File: src/rtl/bus_pkg.sv
// Shared definitions for the single-wire bus frame format, used by both the
// transmitter and the receiver of the 16-node network.
package bus_pkg;

    typedef enum logic [2:0] {
        ST_IDLE,
        ST_SRC,
        ST_DST,
        ST_MOD,
        ST_DATA,
        ST_CRC,
        ST_STOP,
        ST_WAIT_IDLE
    } bus_state_e;

    localparam int SRC_W = 4;
    localparam int DST_W = 4;
    localparam int MOD_W = 2;
    localparam int CRC_W = 4;

    localparam logic [CRC_W-1:0] CRC_POLY   = 4'h3;
    localparam logic [3:0]       BCAST_ADDR = 4'hF;

    // Payload length in bits selected by the two-bit size code.
    function automatic logic [6:0] payload_len(input logic [MOD_W-1:0] mod);
        logic [6:0] len;
        case (mod)
            2'b00:   len = 7'd8;
            2'b01:   len = 7'd16;
            2'b10:   len = 7'd32;
            default: len = 7'd64;
        endcase
        return len;
    endfunction

endpackage

File: src/rtl/crc4_serial.sv
// Bit-serial CRC-4 (x^4 + x + 1, init 0), one bit per enabled clock.
// Shared between the bus transmitter and receiver.
module crc4_serial
    import bus_pkg::*;
(
    input  logic             clock,
    input  logic             reset_n,
    input  logic             clear,
    input  logic             enable,
    input  logic             bit_in,
    output logic [CRC_W-1:0] crc
);

    logic [CRC_W-1:0] crc_q;
    logic [CRC_W-1:0] crc_d;
    logic             feedback;

    always_comb begin
        feedback = bit_in ^ crc_q[CRC_W-1];
        crc_d    = crc_q;
        if (clear) begin
            crc_d = '0;
        end else if (enable) begin
            crc_d = {crc_q[CRC_W-2:0], 1'b0} ^ (feedback ? CRC_POLY : '0);
        end
    end

    always_ff @(posedge clock) begin
        if (!reset_n) begin
            crc_q <= '0;
        end else begin
            crc_q <= crc_d;
        end
    end

    assign crc = crc_q;

endmodule

File: src/rtl/bus_frame_receiver.sv
// Receive end of the shared bus: deserialises one frame bit per clock, filters
// on destination address, verifies the CRC and holds good payloads for the node.
module bus_frame_receiver
    import bus_pkg::*;
#(
    parameter logic [3:0] NODE_ADDR  = 4'd1,
    parameter logic [3:0] BCAST_ADDR = bus_pkg::BCAST_ADDR
) (
    input  logic        clock,
    input  logic        reset_n,
    input  logic        bus_in,
    input  logic        rx_ready,
    output logic        rx_valid,
    output logic [63:0] rx_data,
    output logic [3:0]  rx_src,
    output logic [1:0]  rx_mod,
    output logic        crc_err,
    output logic        frame_err,
    output logic        overflow
);

    localparam int CNT_W = 6;

    bus_state_e         state_q, state_d;
    logic [CNT_W-1:0]   cnt_q, cnt_d;
    logic               lastBit;

    logic [SRC_W-1:0]   src_q;
    logic [DST_W-2:0]   dstLow_q;
    logic [MOD_W-1:0]   mod_q;
    logic [63:0]        data_q;
    logic [CRC_W-1:0]   crcRx_q;
    logic               match_q;

    logic               rxValid_q;
    logic [63:0]        rxData_q;
    logic [SRC_W-1:0]   rxSrc_q;
    logic [MOD_W-1:0]   rxMod_q;
    logic               crcErr_q;
    logic               frameErr_q;
    logic               overflow_q;

    logic [CRC_W-1:0]   crcCalc;
    logic [DST_W-1:0]   dstFull;
    logic [MOD_W-1:0]   modFull;
    logic               crcClear;
    logic               crcEnable;
    logic               stopGood;
    logic               deliver;
    logic               dropFrame;
    logic               crcBad;
    logic               frameBad;

    assign lastBit = (cnt_q == '0);
    assign dstFull = {dstLow_q, bus_in};
    assign modFull = {mod_q[MOD_W-2:0], bus_in};

    crc4_serial u_crc (
        .clock   (clock),
        .reset_n (reset_n),
        .clear   (crcClear),
        .enable  (crcEnable),
        .bit_in  (bus_in),
        .crc     (crcCalc)
    );

    always_ff @(posedge clock) begin
        if (!reset_n) begin
            state_q <= ST_IDLE;
            cnt_q   <= '0;
        end else begin
            state_q <= state_d;
            cnt_q   <= cnt_d;
        end
    end

    // Each field state counts down from its length - 1 and hands over at zero.
    always_comb begin
        state_d = state_q;
        cnt_d   = cnt_q;
        case (state_q)
            ST_IDLE: begin
                if (!bus_in) begin
                    state_d = ST_SRC;
                    cnt_d   = CNT_W'(SRC_W - 1);
                end
            end
            ST_SRC: begin
                if (lastBit) begin
                    state_d = ST_DST;
                    cnt_d   = CNT_W'(DST_W - 1);
                end else begin
                    cnt_d = cnt_q - 1'b1;
                end
            end
            ST_DST: begin
                if (lastBit) begin
                    state_d = ST_MOD;
                    cnt_d   = CNT_W'(MOD_W - 1);
                end else begin
                    cnt_d = cnt_q - 1'b1;
                end
            end
            ST_MOD: begin
                if (lastBit) begin
                    state_d = ST_DATA;
                    cnt_d   = CNT_W'(payload_len(modFull) - 7'd1);
                end else begin
                    cnt_d = cnt_q - 1'b1;
                end
            end
            ST_DATA: begin
                if (lastBit) begin
                    state_d = ST_CRC;
                    cnt_d   = CNT_W'(CRC_W - 1);
                end else begin
                    cnt_d = cnt_q - 1'b1;
                end
            end
            ST_CRC: begin
                if (lastBit) begin
                    state_d = ST_STOP;
                    cnt_d   = '0;
                end else begin
                    cnt_d = cnt_q - 1'b1;
                end
            end
            ST_STOP:      state_d = bus_in ? ST_IDLE : ST_WAIT_IDLE;
            ST_WAIT_IDLE: if (bus_in) state_d = ST_IDLE;
            default:      state_d = ST_IDLE;
        endcase
    end

    always_comb begin
        crcClear  = (state_q == ST_IDLE) && !bus_in;
        crcEnable = (state_q == ST_SRC) || (state_q == ST_DST) ||
                    (state_q == ST_MOD) || (state_q == ST_DATA);
        stopGood  = (state_q == ST_STOP) && bus_in && match_q && (crcRx_q == crcCalc);
        deliver   = stopGood && (!rxValid_q || rx_ready);
        dropFrame = stopGood && rxValid_q && !rx_ready;
        crcBad    = (state_q == ST_STOP) && bus_in && match_q && (crcRx_q != crcCalc);
        frameBad  = (state_q == ST_STOP) && !bus_in;
    end

    // Field capture; a non-matching frame is still clocked through so the
    // next start bit lands on the right cycle.
    always_ff @(posedge clock) begin
        if (!reset_n) begin
            src_q    <= '0;
            dstLow_q <= '0;
            mod_q    <= '0;
            data_q   <= '0;
            crcRx_q  <= '0;
            match_q  <= 1'b0;
        end else begin
            case (state_q)
                ST_IDLE: begin
                    if (!bus_in) begin
                        src_q    <= '0;
                        dstLow_q <= '0;
                        mod_q    <= '0;
                        data_q   <= '0;
                        crcRx_q  <= '0;
                        match_q  <= 1'b0;
                    end
                end
                ST_SRC:  src_q    <= {src_q[SRC_W-2:0], bus_in};
                ST_DST: begin
                    dstLow_q <= dstFull[DST_W-2:0];
                    if (lastBit) begin
                        match_q <= (dstFull == NODE_ADDR) || (dstFull == BCAST_ADDR);
                    end
                end
                ST_MOD:  mod_q    <= modFull;
                ST_DATA: data_q   <= {data_q[62:0], bus_in};
                ST_CRC:  crcRx_q  <= {crcRx_q[CRC_W-2:0], bus_in};
                default: ;
            endcase
        end
    end

    always_ff @(posedge clock) begin
        if (!reset_n) begin
            rxValid_q  <= 1'b0;
            rxData_q   <= '0;
            rxSrc_q    <= '0;
            rxMod_q    <= '0;
            crcErr_q   <= 1'b0;
            frameErr_q <= 1'b0;
            overflow_q <= 1'b0;
        end else begin
            if (deliver) begin
                rxValid_q <= 1'b1;
                rxData_q  <= data_q;
                rxSrc_q   <= src_q;
                rxMod_q   <= mod_q;
            end else if (rxValid_q && rx_ready) begin
                rxValid_q <= 1'b0;
            end
            crcErr_q   <= crcBad;
            frameErr_q <= frameBad;
            overflow_q <= dropFrame;
        end
    end

    assign rx_valid  = rxValid_q;
    assign rx_data   = rxData_q;
    assign rx_src    = rxSrc_q;
    assign rx_mod    = rxMod_q;
    assign crc_err   = crcErr_q;
    assign frame_err = frameErr_q;
    assign overflow  = overflow_q;

endmodule

File: config.mk
export PLATFORM = sky130hd
export DESIGN_NAME = bus_frame_receiver
export DESIGN_NICKNAME = d
export VERILOG_FILES = /design/src/rtl/bus_pkg.sv /design/src/rtl/crc4_serial.sv /design/src/rtl/bus_frame_receiver.sv
export SDC_FILE = /design/constraint.sdc
export NUM_CORES = 1
export LEC_CHECK = 0
export CORE_ASPECT_RATIO = 0.7
export CORE_MARGIN = 8
export CORE_UTILIZATION = 35
export DETAILED_ROUTE_END_ITERATION = 7
export PLACE_DENSITY = 0.66
export SYNTH_ARGS = -nofsm -noshare
export SYNTH_HDL_FRONTEND = slang
export SYNTH_SLANG_ARGS = --single-unit
File: constraint.sdc
create_clock -name clock -period 3.9 [get_ports clock]
set_input_delay 0.78 -clock clock [delete_from_list [all_inputs] [get_ports clock]]
set_output_delay 0.78 -clock clock [all_outputs]
set_load 0.005 [all_outputs]
# Word-level counts from Yosys, hierarchy flattened
# Cells that the tools add are included.
# W data, S select, Z words.
[word_totals]
word_cells = 112
output_inout_bits = 74
input_bits = 4
reg_bits = 165
[op_classes]
n_eq_ne = 20
bitwise_logic = 3
n_addsub = 2
reduce_logical = 38
muxes = 33
[ops]
columns = ["operator", "count"]
rows = [
  ["$pmux W64 S2", 1],
  ["$mux W64", 1],
  ["$mux W6", 7],
  ["$pmux W6 S5", 1],
  ["$mux W3", 9],
  ["$pmux W3 S8", 1],
  ["$pmux W6 S3", 1],
  ["$pmux W4 S2", 2],
  ["$ne A2 B2 Y1 const B", 7],
  ["$eq A3 B3 Y1 const B", 4],
  ["$reduce_and A2 Y1", 6],
  ["$reduce_bool A2 Y1", 6],
  ["$sub A6 B1 Y6 const B", 2],
  ["$logic_and A1 B1 Y1", 10],
  ["$reduce_and A7 Y1", 1],
  ["$eq A3 B2 Y1 const B", 2],
  ["$logic_not A6 Y1", 1],
  ["$pmux W3 S2", 1],
  ["$logic_or A1 B1 Y1", 5],
  ["$reduce_bool A5 Y1", 1],
  ["$eq A4 B1 Y1 const B", 1],
  ["$eq A4 B4 Y1", 1],
  ["$eq A4 B4 Y1 const B", 1],
  ["$mux W1", 4],
  ["other kinds (16)", 20],
]

# Depth between registers and ports, before layout
# Gate-level depths: netlist of run 1.
[logic_depth]
depth_word = 7
depth_mapped = 7
mapped_depth_nobuf = 6

# Hierarchy
# Synthesis of run 1 repeated with hierarchy kept, for this count alone.
[hier_totals]
cells_unflattened = 712
hier_area_um2 = 6586.3
[by_module_without_submodules]
columns = ["module", "n_inst", "cells_each", "area_each_um2"]
rows = [
  ["bus_frame_receiver", 1, 694, 6406.1],
  ["crc4_serial", 1, 18, 180.2],
]

# Least setup slack after synthesis of run 1
# OpenSTA, ideal clock, no wires.
[synth_timing]
path_kind = "input port to flip-flop"
from = "input bus_in"
to = "register rxData_q[0], in the netlist rx_data[0]"
setup_time_ns = 0.072
cell_stages = 7
arrival_time_ns = 1.867
path_buffers = 3
required_time_ns = 3.828
slack_ns = 1.962
cell_sequence = "buf_4 and2_1 nand4_2 nor3_2 buf_6 buf_12 mux2i_1"
[synth_between]
elab_chain_cells = 4
[synth_rtl]
columns = ["item", "line", "rtl"]
rows = [
  ["start: declaration", "bus_frame_receiver.sv:11", "input logic bus_in,"],
  ["$logic_and A1 B1 Y1 (3 in a row)", "bus_frame_receiver.sv:138", "stopGood = (state_q == ST_STOP) && bus_in && match_q && (crcRx_q == crcCalc);"],
  ["$logic_and A1 B1 Y1", "bus_frame_receiver.sv:139", "deliver = stopGood && (!rxValid_q || rx_ready);"],
  ["end signal: assignment", "bus_frame_receiver.sv:194", "rxData_q <= data_q;"],
  ["end: declaration", "bus_frame_receiver.sv:36", "logic [63:0] rxData_q;"],
]
# No other way between the ends.
# A chain may end at the register's enable or synchronous reset.

# Final worst setup path of run 1
[layout_timing]
from = "register state_q[2]"
to = "register data_q[26]"
[layout_between]
elab_chain_cells = 3
word_cells_on_any_way = 6
classes_between = "eq/ne: 2; mux: 1; reduce/logical: 3"
[layout_rtl]
columns = ["item", "line", "rtl"]
rows = [
  ["start: declaration", "bus_frame_receiver.sv:24", "bus_state_e state_q, state_d;"],
  ["start signal: assignment", "bus_frame_receiver.sv:72", "state_q <= state_d;"],
  ["$eq A3 B3 Y1 or $logic_not A3 Y1 (tied branches)", "bus_frame_receiver.sv:156", "case (state_q)"],
  ["$reduce_bool A2 Y1 (no source line) or $ne A2 B2 Y1 (tied branches)", "n/a", ""],
  ["$reduce_and A2 Y1 (no source line)", "n/a", ""],
  ["end signal: assignment", "bus_frame_receiver.sv:175", "ST_DATA: data_q <= {data_q[62:0], bus_in};"],
  ["end: declaration", "bus_frame_receiver.sv:31", "logic [63:0] data_q;"],
]
# Several ways; a longest one is shown, not always the timed one.

==> summary.txt, run 1 <==
Placed design
  – DPL Wire Length: 8793 um
  – Routability cong.: between 0.7 and 0.8
  – Dpl ws: between 1 and 1.5 ns
  – Dpl cell area: between 7000 and 8000 sq um
  – Port Buf Inserts: a little under 80

Detailed routing
  – Routed wire length: 14070 um
  – Vias per inst: approximately 4.9
  – Post-route ant nets: 0
  – Met3 wire len: 869 um
  – First-pass iteration count of the detailed router: 4
  – DR WL/cell: ~14 um
  – Met1 wire length: 7257 um
  – Initial DRC count: approximately 330
  – Met2 Wirelength: just under 6000 um
  – Max Used Layer: met4
  – DRC violations left: 0
  – Via count: 4889

Critical path
  – Worst-path maximum fanout: 65
  – Worst reg-to-reg setup slack: about 1.4 ns
  – Critical path cell sequence: nor3b_2 > buf_4 > nor2_4 > buf_4 > a22oi_1 > nor2_1
  – Crit path launch type: flop
  – Delay-heaviest family, CP: buffers and inverters
  – Max incr delay on CP: 0.76 ns
  – Crit. End Element: flop
  – Max stage delay cell, worst path: dfxtp_1
  – Reg2reg start: state_q[2]
  – R2r endpoint: data_q[26]
  – WP data required: around 4.2 ns
  – CP arrival: between 2 and 3 ns
  – Bufs and invs on worst path: 2
  – Worst-case reg-to-reg path depth: 6
  – Top cell by count, worst path: buf_4
  – Worst Setup Path Type: reg2reg

Synth
  – Library cells used by synthesis: 45
  – Syn Inst Count: a little under 700
  – EDFF count, synth: 0
  – Post-synthesis instance area: between 6000 and 7000 sq um
  – Yosys warnings: 0
  – Ys async rst share: 0
  – Avg Cell Area, Syn: 9.406 sq um
  – Synthesized flop and latch total: between 150 and 200
  – Post-synthesis sequential area ratio: 0.5075
  – Cell type with the largest total area after synthesis: dfxtp_1
  – Synth cell count leaders: 165 x dfxtp_1, 145 x nand2_1, 95 x nor2_1
  – Main area contributors after synthesis: dfxtp_1 51%, mux2i_1 11%, a22oi_1 8.9%
  – Most frequent cell after synthesis: dfxtp_1
  – Area fraction of the dominant cell type after synthesis: 0.5075
  – Ys flop type: dfxtp_1
  – Synthesized Nets: between 600 and 700

Timing
  – Worst Skew: between 0.009 and 0.01 ns
  – Setup violators final: 0
  – Final hold viol count: 0
  – Worst Max-Slew Pin Slew: approximately 0.9 ns
  – Min Hold Slack: 0.4535 ns
  – Slew Viols, Final: 0
  – Slew margin rel.: 0.4024
  – Fmax: just over 400 MHz
  – Final worst path period need: 2.484 ns
  – RSZ-0062 raised after global routing: false
  – Setup TNS: 0 ns
  – Fin worst setup slack: approximately 1.4 ns
  – Fin crit share: 0.6368

Clocking
  – Root Buffer Master: clkbuf_16
  – Clock Latency Late Sink: around 0.42 ns
  – H-tree Lvls: 4
  – Cts repair resizes: 0
  – CTS Sinks: about 170
  – CTS tree: yes
  – Hold_buf cts: 0
  – Longest Clk Path Bufs: 2
  – Clock Pin Slew Worst Setup and Hold Paths: 0.07 ns
  – TritonCTS Buffers: 17
  – Post-CTS Setup Inserts: 0

Finish
  – Post-layout util: 0.4357
  – Ant. Diodes: 0
  – Filler cells: 1728
  – Share of cells above drive strength 1: 0.06631
  – Design area: a little under 8000 sq um
  – Layout area overhead: 21.22%
  – Multi-input gate area: approximately 2800 sq um
  – Nets: 746
  – Register area: ~3300 sq um

Floorplan
  – Rows: about 40
  – Core ar.: approximately 18000 sq um
  – Chip Width: roughly 180 um
  – Die area: about 23000 sq um
  – # IOs: between 70 and 80
  – Die Height: approximately 130 um
  – Initial Utilization: 0.3594

Global routing
  – Initial antenna violation count: 0
  – Vias in the first global route: approximately 4400
  – Largest net degree at the start of global routing: 94
  – First-pass GRT wire length: ~23000 um
  – All-Layer GR Usage: 0.1215
  – GR Overflow Total: 0

Power
  – Leak pwr: between 2 and 3 nW
  – Worst VDD drop: 0.2911 mV
  – Total power divided by cell area: ~500 nW/um^2

Worst hold path
  – Hold crit path type: reg2reg
  – Hold Path End: rx_data[60]
  – Hold path startpoint: rx_data[60]
  – Hold depth: 2

Run
  – Max-Cap Viols: 0

Status
  – Status: finished clean
==> placed cells by master (no fill, tap or decap), drive strengths merged, types with 2 or more instances in the layout <==
cell type,count
a21o,2
a211oi,3
a22oi,77
and3,3
and3b,2
o2111ai,2
o31ai,2
inv,13
nor4,2
dfxtp,165
clkbuf,18
nor3,9
bufinv,3
nand4,3
a21oi,5
buf,10
o21a,2
nor2b,3
xnor2,7
nand2,145
clkinvlp,3
a32oi,2
mux2i,73
and2,3
nor3b,5
nor2,96
o211ai,2
nand3,5
clkdlybuf4s50,76
a31oi,3
==> worst min-delay path, delay by kind of cell (launching register included) <==
| kind | cells | cell delay [ns] |
|---|---|---|
| flip-flops | 1 | 0.31 |
| AND/OR/NAND/NOR | 1 | 0.05 |
| multiplexers | 1 | 0.05 |
==> layer usage <==
metal,up-vias,global-route usage
li1,2479,-
met1,2310,0.1668
met2,92,0.1730
met3,8,0.04964
met4,0,0.03054
met5,-,0
==> flip-flops by register name (all words and copies together) (netlist names), 2 cells and up <==
register	flops
data_q	64
rx_data	64
cnt_q	6
crcRx_q	4
rx_src	4
src_q	4
u_crc.crc	4
dstLow_q	3
state_q	3
mod_q	2
rx_mod	2
==> worst max-delay path by stage <==
stage                     slack [ns]  cells past startpoint           to        from
after floorplan                 1.96                      7   rx_data[0]      bus_in
after global placement          1.21                      6  rx_data[27]      bus_in
after detailed placement        1.16                      6   rx_data[1]      bus_in
after CTS                       1.42                      6   data_q[26]  state_q[2]
after global routing            1.23                      6   data_q[19]  state_q[2]
final                           1.42                      6   data_q[26]  state_q[2]
==> kinds of logic (layout without fill, tap and decap cells) <==
logic type | after synthesis | after routing | share of synthesized area
DFF | 165 | 165 | 0.5075
AOI/OAI and AO/OA | 105 | 105 | 0.1205
buffers and inverters | 62 | 124 | 0.06574
muxes | 73 | 73 | 0.1123
and+or+nand+nor | 278 | 278 | 0.1813
xor gates and xnor gates | 8 | 8 | 0.01077
adders and majority gates | 1 | 1 | 0.001922
==> cell type report <==
type	count	share of cell area
sequential	165	0.4186
timing repair buffer	86	0.1075
inverter	6	0.002854
clock buffer	18	0.05566
tap	236	0.03742
multi-input combinational	465	0.3541
clock inverter	14	0.02379
==> power breakdown <==
part           switching [mW]  internal (mW)  total (mW)
sequential             0.0469           1.71        1.76
clock                   0.719           1.04        1.76
combinational           0.239          0.115       0.354
total                    1.00           2.87        3.87
==> per-stage QoR <==
| step | instances | power (mW) |
|---|---|---|
| floorplan | 692 | 2.094 |
| global placement | 958 | 2.141 |
| detailed placement | 958 | 2.144 |
| CTS | 990 | 3.917 |
| global route | 990 | 4.031 |
| finish | 990 | 3.873 |
Power figures use the tool's default switching activity.
==> run 2: changes to the inputs <==
==> constraint.sdc (replaced) <==
create_clock -name clock -period 2.5 [get_ports clock]
set_input_delay 0.5 -clock clock [delete_from_list [all_inputs] [get_ports clock]]
set_output_delay 0.5 -clock clock [all_outputs]
set_load 0.005 [all_outputs]
==> run 2 against run 1 <==
Net effect:
- sequential power is 55% higher
- wire length is 0.80% higher
- maximum frequency is 31% higher
- count of clock-buffer cells in the layout is 1 higher
- die area stayed put
- sequential share of layout area is 0.25 points lower
- clock power is 44% higher
- setup slack worse by 0.81 ns
- final cell count is 0.40% higher
- combinational power is 66% higher
- clock skew is 0.0035 ns higher
- worst hold slack better by 0.00058 ns
- largest power group unchanged
- highest routed layer unchanged
==> summary.txt, run 2 (synthesis gave the netlist of run 1 again) <==
Status
  – Status: finished clean

Critical path
  – Worst-case reg-to-reg path depth: 6
  – Worst Setup Path Type: reg2reg
  – Crit path to: rx_data[23]
  – Max incr delay on CP: about 0.57 ns
  – CP arrival: ~2.3 ns
  – Crit. End Element: flop
  – Reg2reg start: state_q[1]
  – Worst reg-to-reg setup slack: about 0.61 ns
  – Bufs and invs on worst path: 2
  – Cell depth of the worst setup path: 6
  – Crit path from: state_q[1]
  – Worst-path maximum fanout: 22
  – Crit path launch type: flop
  – Top cell by count, worst path: buf_12
  – Critical path cell sequence: and2_1 > nand4_2 > nor3_4 > buf_12 > buf_12 > mux2i_1
  – Delay-heaviest family, CP: simple AND/OR/NAND/NOR gates
  – WP data required: approximately 2.9 ns
  – R2r endpoint: rx_data[23]
  – Max stage delay cell, worst path: dfxtp_1

Placed design
  – DPL Wire Length: ~9000 um
  – Dpl ws: around 0.21 ns
  – Routability cong.: ~0.82
  – Port Buf Inserts: 77
  – Dpl cell area: about 7400 sq um

Global routing
  – Global route hottest layer: met2
  – Largest net degree at the start of global routing: 150
  – First-pass GRT wire length: approximately 23000 um
  – Met2 Use GR: 0.1724
  – All-Layer GR Usage: 0.1237
  – Initial antenna violation count: 0
  – GR Overflow Total: 0
  – Vias in the first global route: 4523
  – Met3 Use GR: 0.04877
  – GR Util met1: 0.1717

Clocking
  – Hold_buf cts: 0
  – CTS tree: yes
  – Clock Pin Slew Worst Setup and Hold Paths: about 0.060 ns
  – Clock Latency Late Sink: about 0.43 ns
  – H-tree Lvls: 4
  – Post-CTS Setup Inserts: 0
  – CTS Sinks: about 170
  – Cts repair resizes: 0
  – Longest Clk Path Bufs: 2
  – TritonCTS Buffers: 17
  – Root Buffer Master: clkbuf_16

Power
  – Net Sw Frac: 0.2586
  – Total power divided by cell area: 736.4 nW/um^2
  – Leak pwr: ~2.6 nW
  – Worst VDD drop: about 0.36 mV
  – Clock Power Share: 0.432
  – Seq pwr share: 0.467
  – Psw: between 1.5 and 2 mW
  – Part of the power in combinational logic: 0.101
  – Design internal power: 4.333 mW

Timing
  – Final worst path period need: between 1.5 and 2 ns
  – Setup violators final: 0
  – Worst Max-Slew Pin Slew: 0.6326 ns
  – Slew margin rel.: 0.5773
  – Final hold viol count: 0
  – Fin crit share: 0.7567
  – RSZ-0062 raised after global routing: false
  – Fin worst setup slack: a little over 0.6 ns
  – Fmax: 528.6 MHz
  – Worst Skew: around 0.013 ns
  – Setup TNS: 0 ns
  – Slew Viols, Final: 0

Finish
  – Design area: slightly below 8000 sq um
  – Layout area overhead: 21.95%
  – Filler cells: 1748
  – Share of cells above drive strength 1: 0.06860
  – Ant. Diodes: 0
  – Multi-input gate area: roughly 2800 sq um
  – Post-layout util: 0.4383
  – Commonest non-fill, non-tap cell in the layout: dfxtp_1
  – Register area: ~3300 sq um
  – Most frequent cells in the layout: 165 x dfxtp_1, 145 x nand2_1, 95 x nor2_1
  – Nets: 751

Detailed routing
  – DR WL/cell: ~14 um
  – Via count: ~4800
  – First-pass iteration count of the detailed router: 5
  – Initial DRC count: 360
  – Vias per inst: ~4.9
  – DRC violations left: 0
  – Routed wire length: ~14000 um
  – Post-route ant nets: 0

Worst hold path
  – Hold crit path type: reg2reg
  – Hold path startpoint: rx_data[9]

Floorplan
  – Die Height: 130.1 um
  – Core ar.: ~18000 sq um
  – Initial Utilization: 0.3594
  – Die area: around 23000 sq um
  – Rows: 41
  – # IOs: 78
  – Chip Width: ~180 um

Run
  – Max-Cap Viols: 0
[run 2: cell types whose count changed in the layout (fill, tap and decap cells not counted)]
| cell | before | now |
|---|---|---|
| buf_12 | 1 | 7 |
| buf_4 | 9 | 8 |
| bufinv_16 | 3 | 2 |
| clkbuf_1 | 0 | 2 |
| clkbuf_8 | 1 | 0 |
| clkinv_2 | 0 | 4 |
| clkinv_4 | 1 | 0 |
| inv_6 | 5 | 3 |
| inv_8 | 2 | 0 |
[run 2: worst min path at each step]
stage | end | slack [ns] | cells past startpoint
after detailed placement | rx_data[45] | 0.45 | 2
after global placement | rx_data[9] | 0.44 | 2
after global routing | rx_data[17] | 0.47 | 2
final | rx_data[9] | 0.45 | 2
after floorplan | rx_data[63] | 0.44 | 2
after CTS | rx_data[9] | 0.46 | 2
[run 2: power groups by stage]
stage / combinational [mW] / clock (mW) / sequential (mW)
after global placement: 0.577 / 0 / 2.79
after floorplan: 0.509 / 0 / 2.76
after detailed placement: 0.581 / 0 / 2.79
after global routing: 0.646 / 2.71 / 2.74
after CTS: 0.586 / 2.58 / 2.73
final: 0.588 / 2.53 / 2.73
[run 2: layout make-up]
cell class | count | area share
sequential | 165 | 0.4161
timing repair buffer | 91 | 0.1211
inverter | 6 | 0.002837
multi-input combinational | 465 | 0.3520
clock inverter | 12 | 0.01624
clock buffer | 19 | 0.05454
tap | 236 | 0.03720
[run 2: routing by layer]
metal  part of all wire  vias to the layer above
li1                   -                     2479
met1               0.51                     2268
met2               0.43                       81
met3              0.052                       13
met4              0.011                        0
met5                  0                        -
[run 2: worst register-to-register path: cells and delay by family (launching register included)]
family | cells | cell delay [ns]
buffers and inverters | 2 | 0.41
DFF | 1 | 0.57
muxes | 1 | 0.22
and+or+nand+nor | 3 | 0.62
[run 2: stage by stage]
| step | hold WS (ns) | std cells | total power [mW] |
|---|---|---|---|
| floorplan | 0.4377 | 692 | 3.267 |
| global placement | 0.4435 | 963 | 3.364 |
| detailed placement | 0.4465 | 963 | 3.367 |
| CTS | 0.4581 | 994 | 5.898 |
| global route | 0.4713 | 994 | 6.093 |
| finish | 0.4541 | 994 | 5.845 |
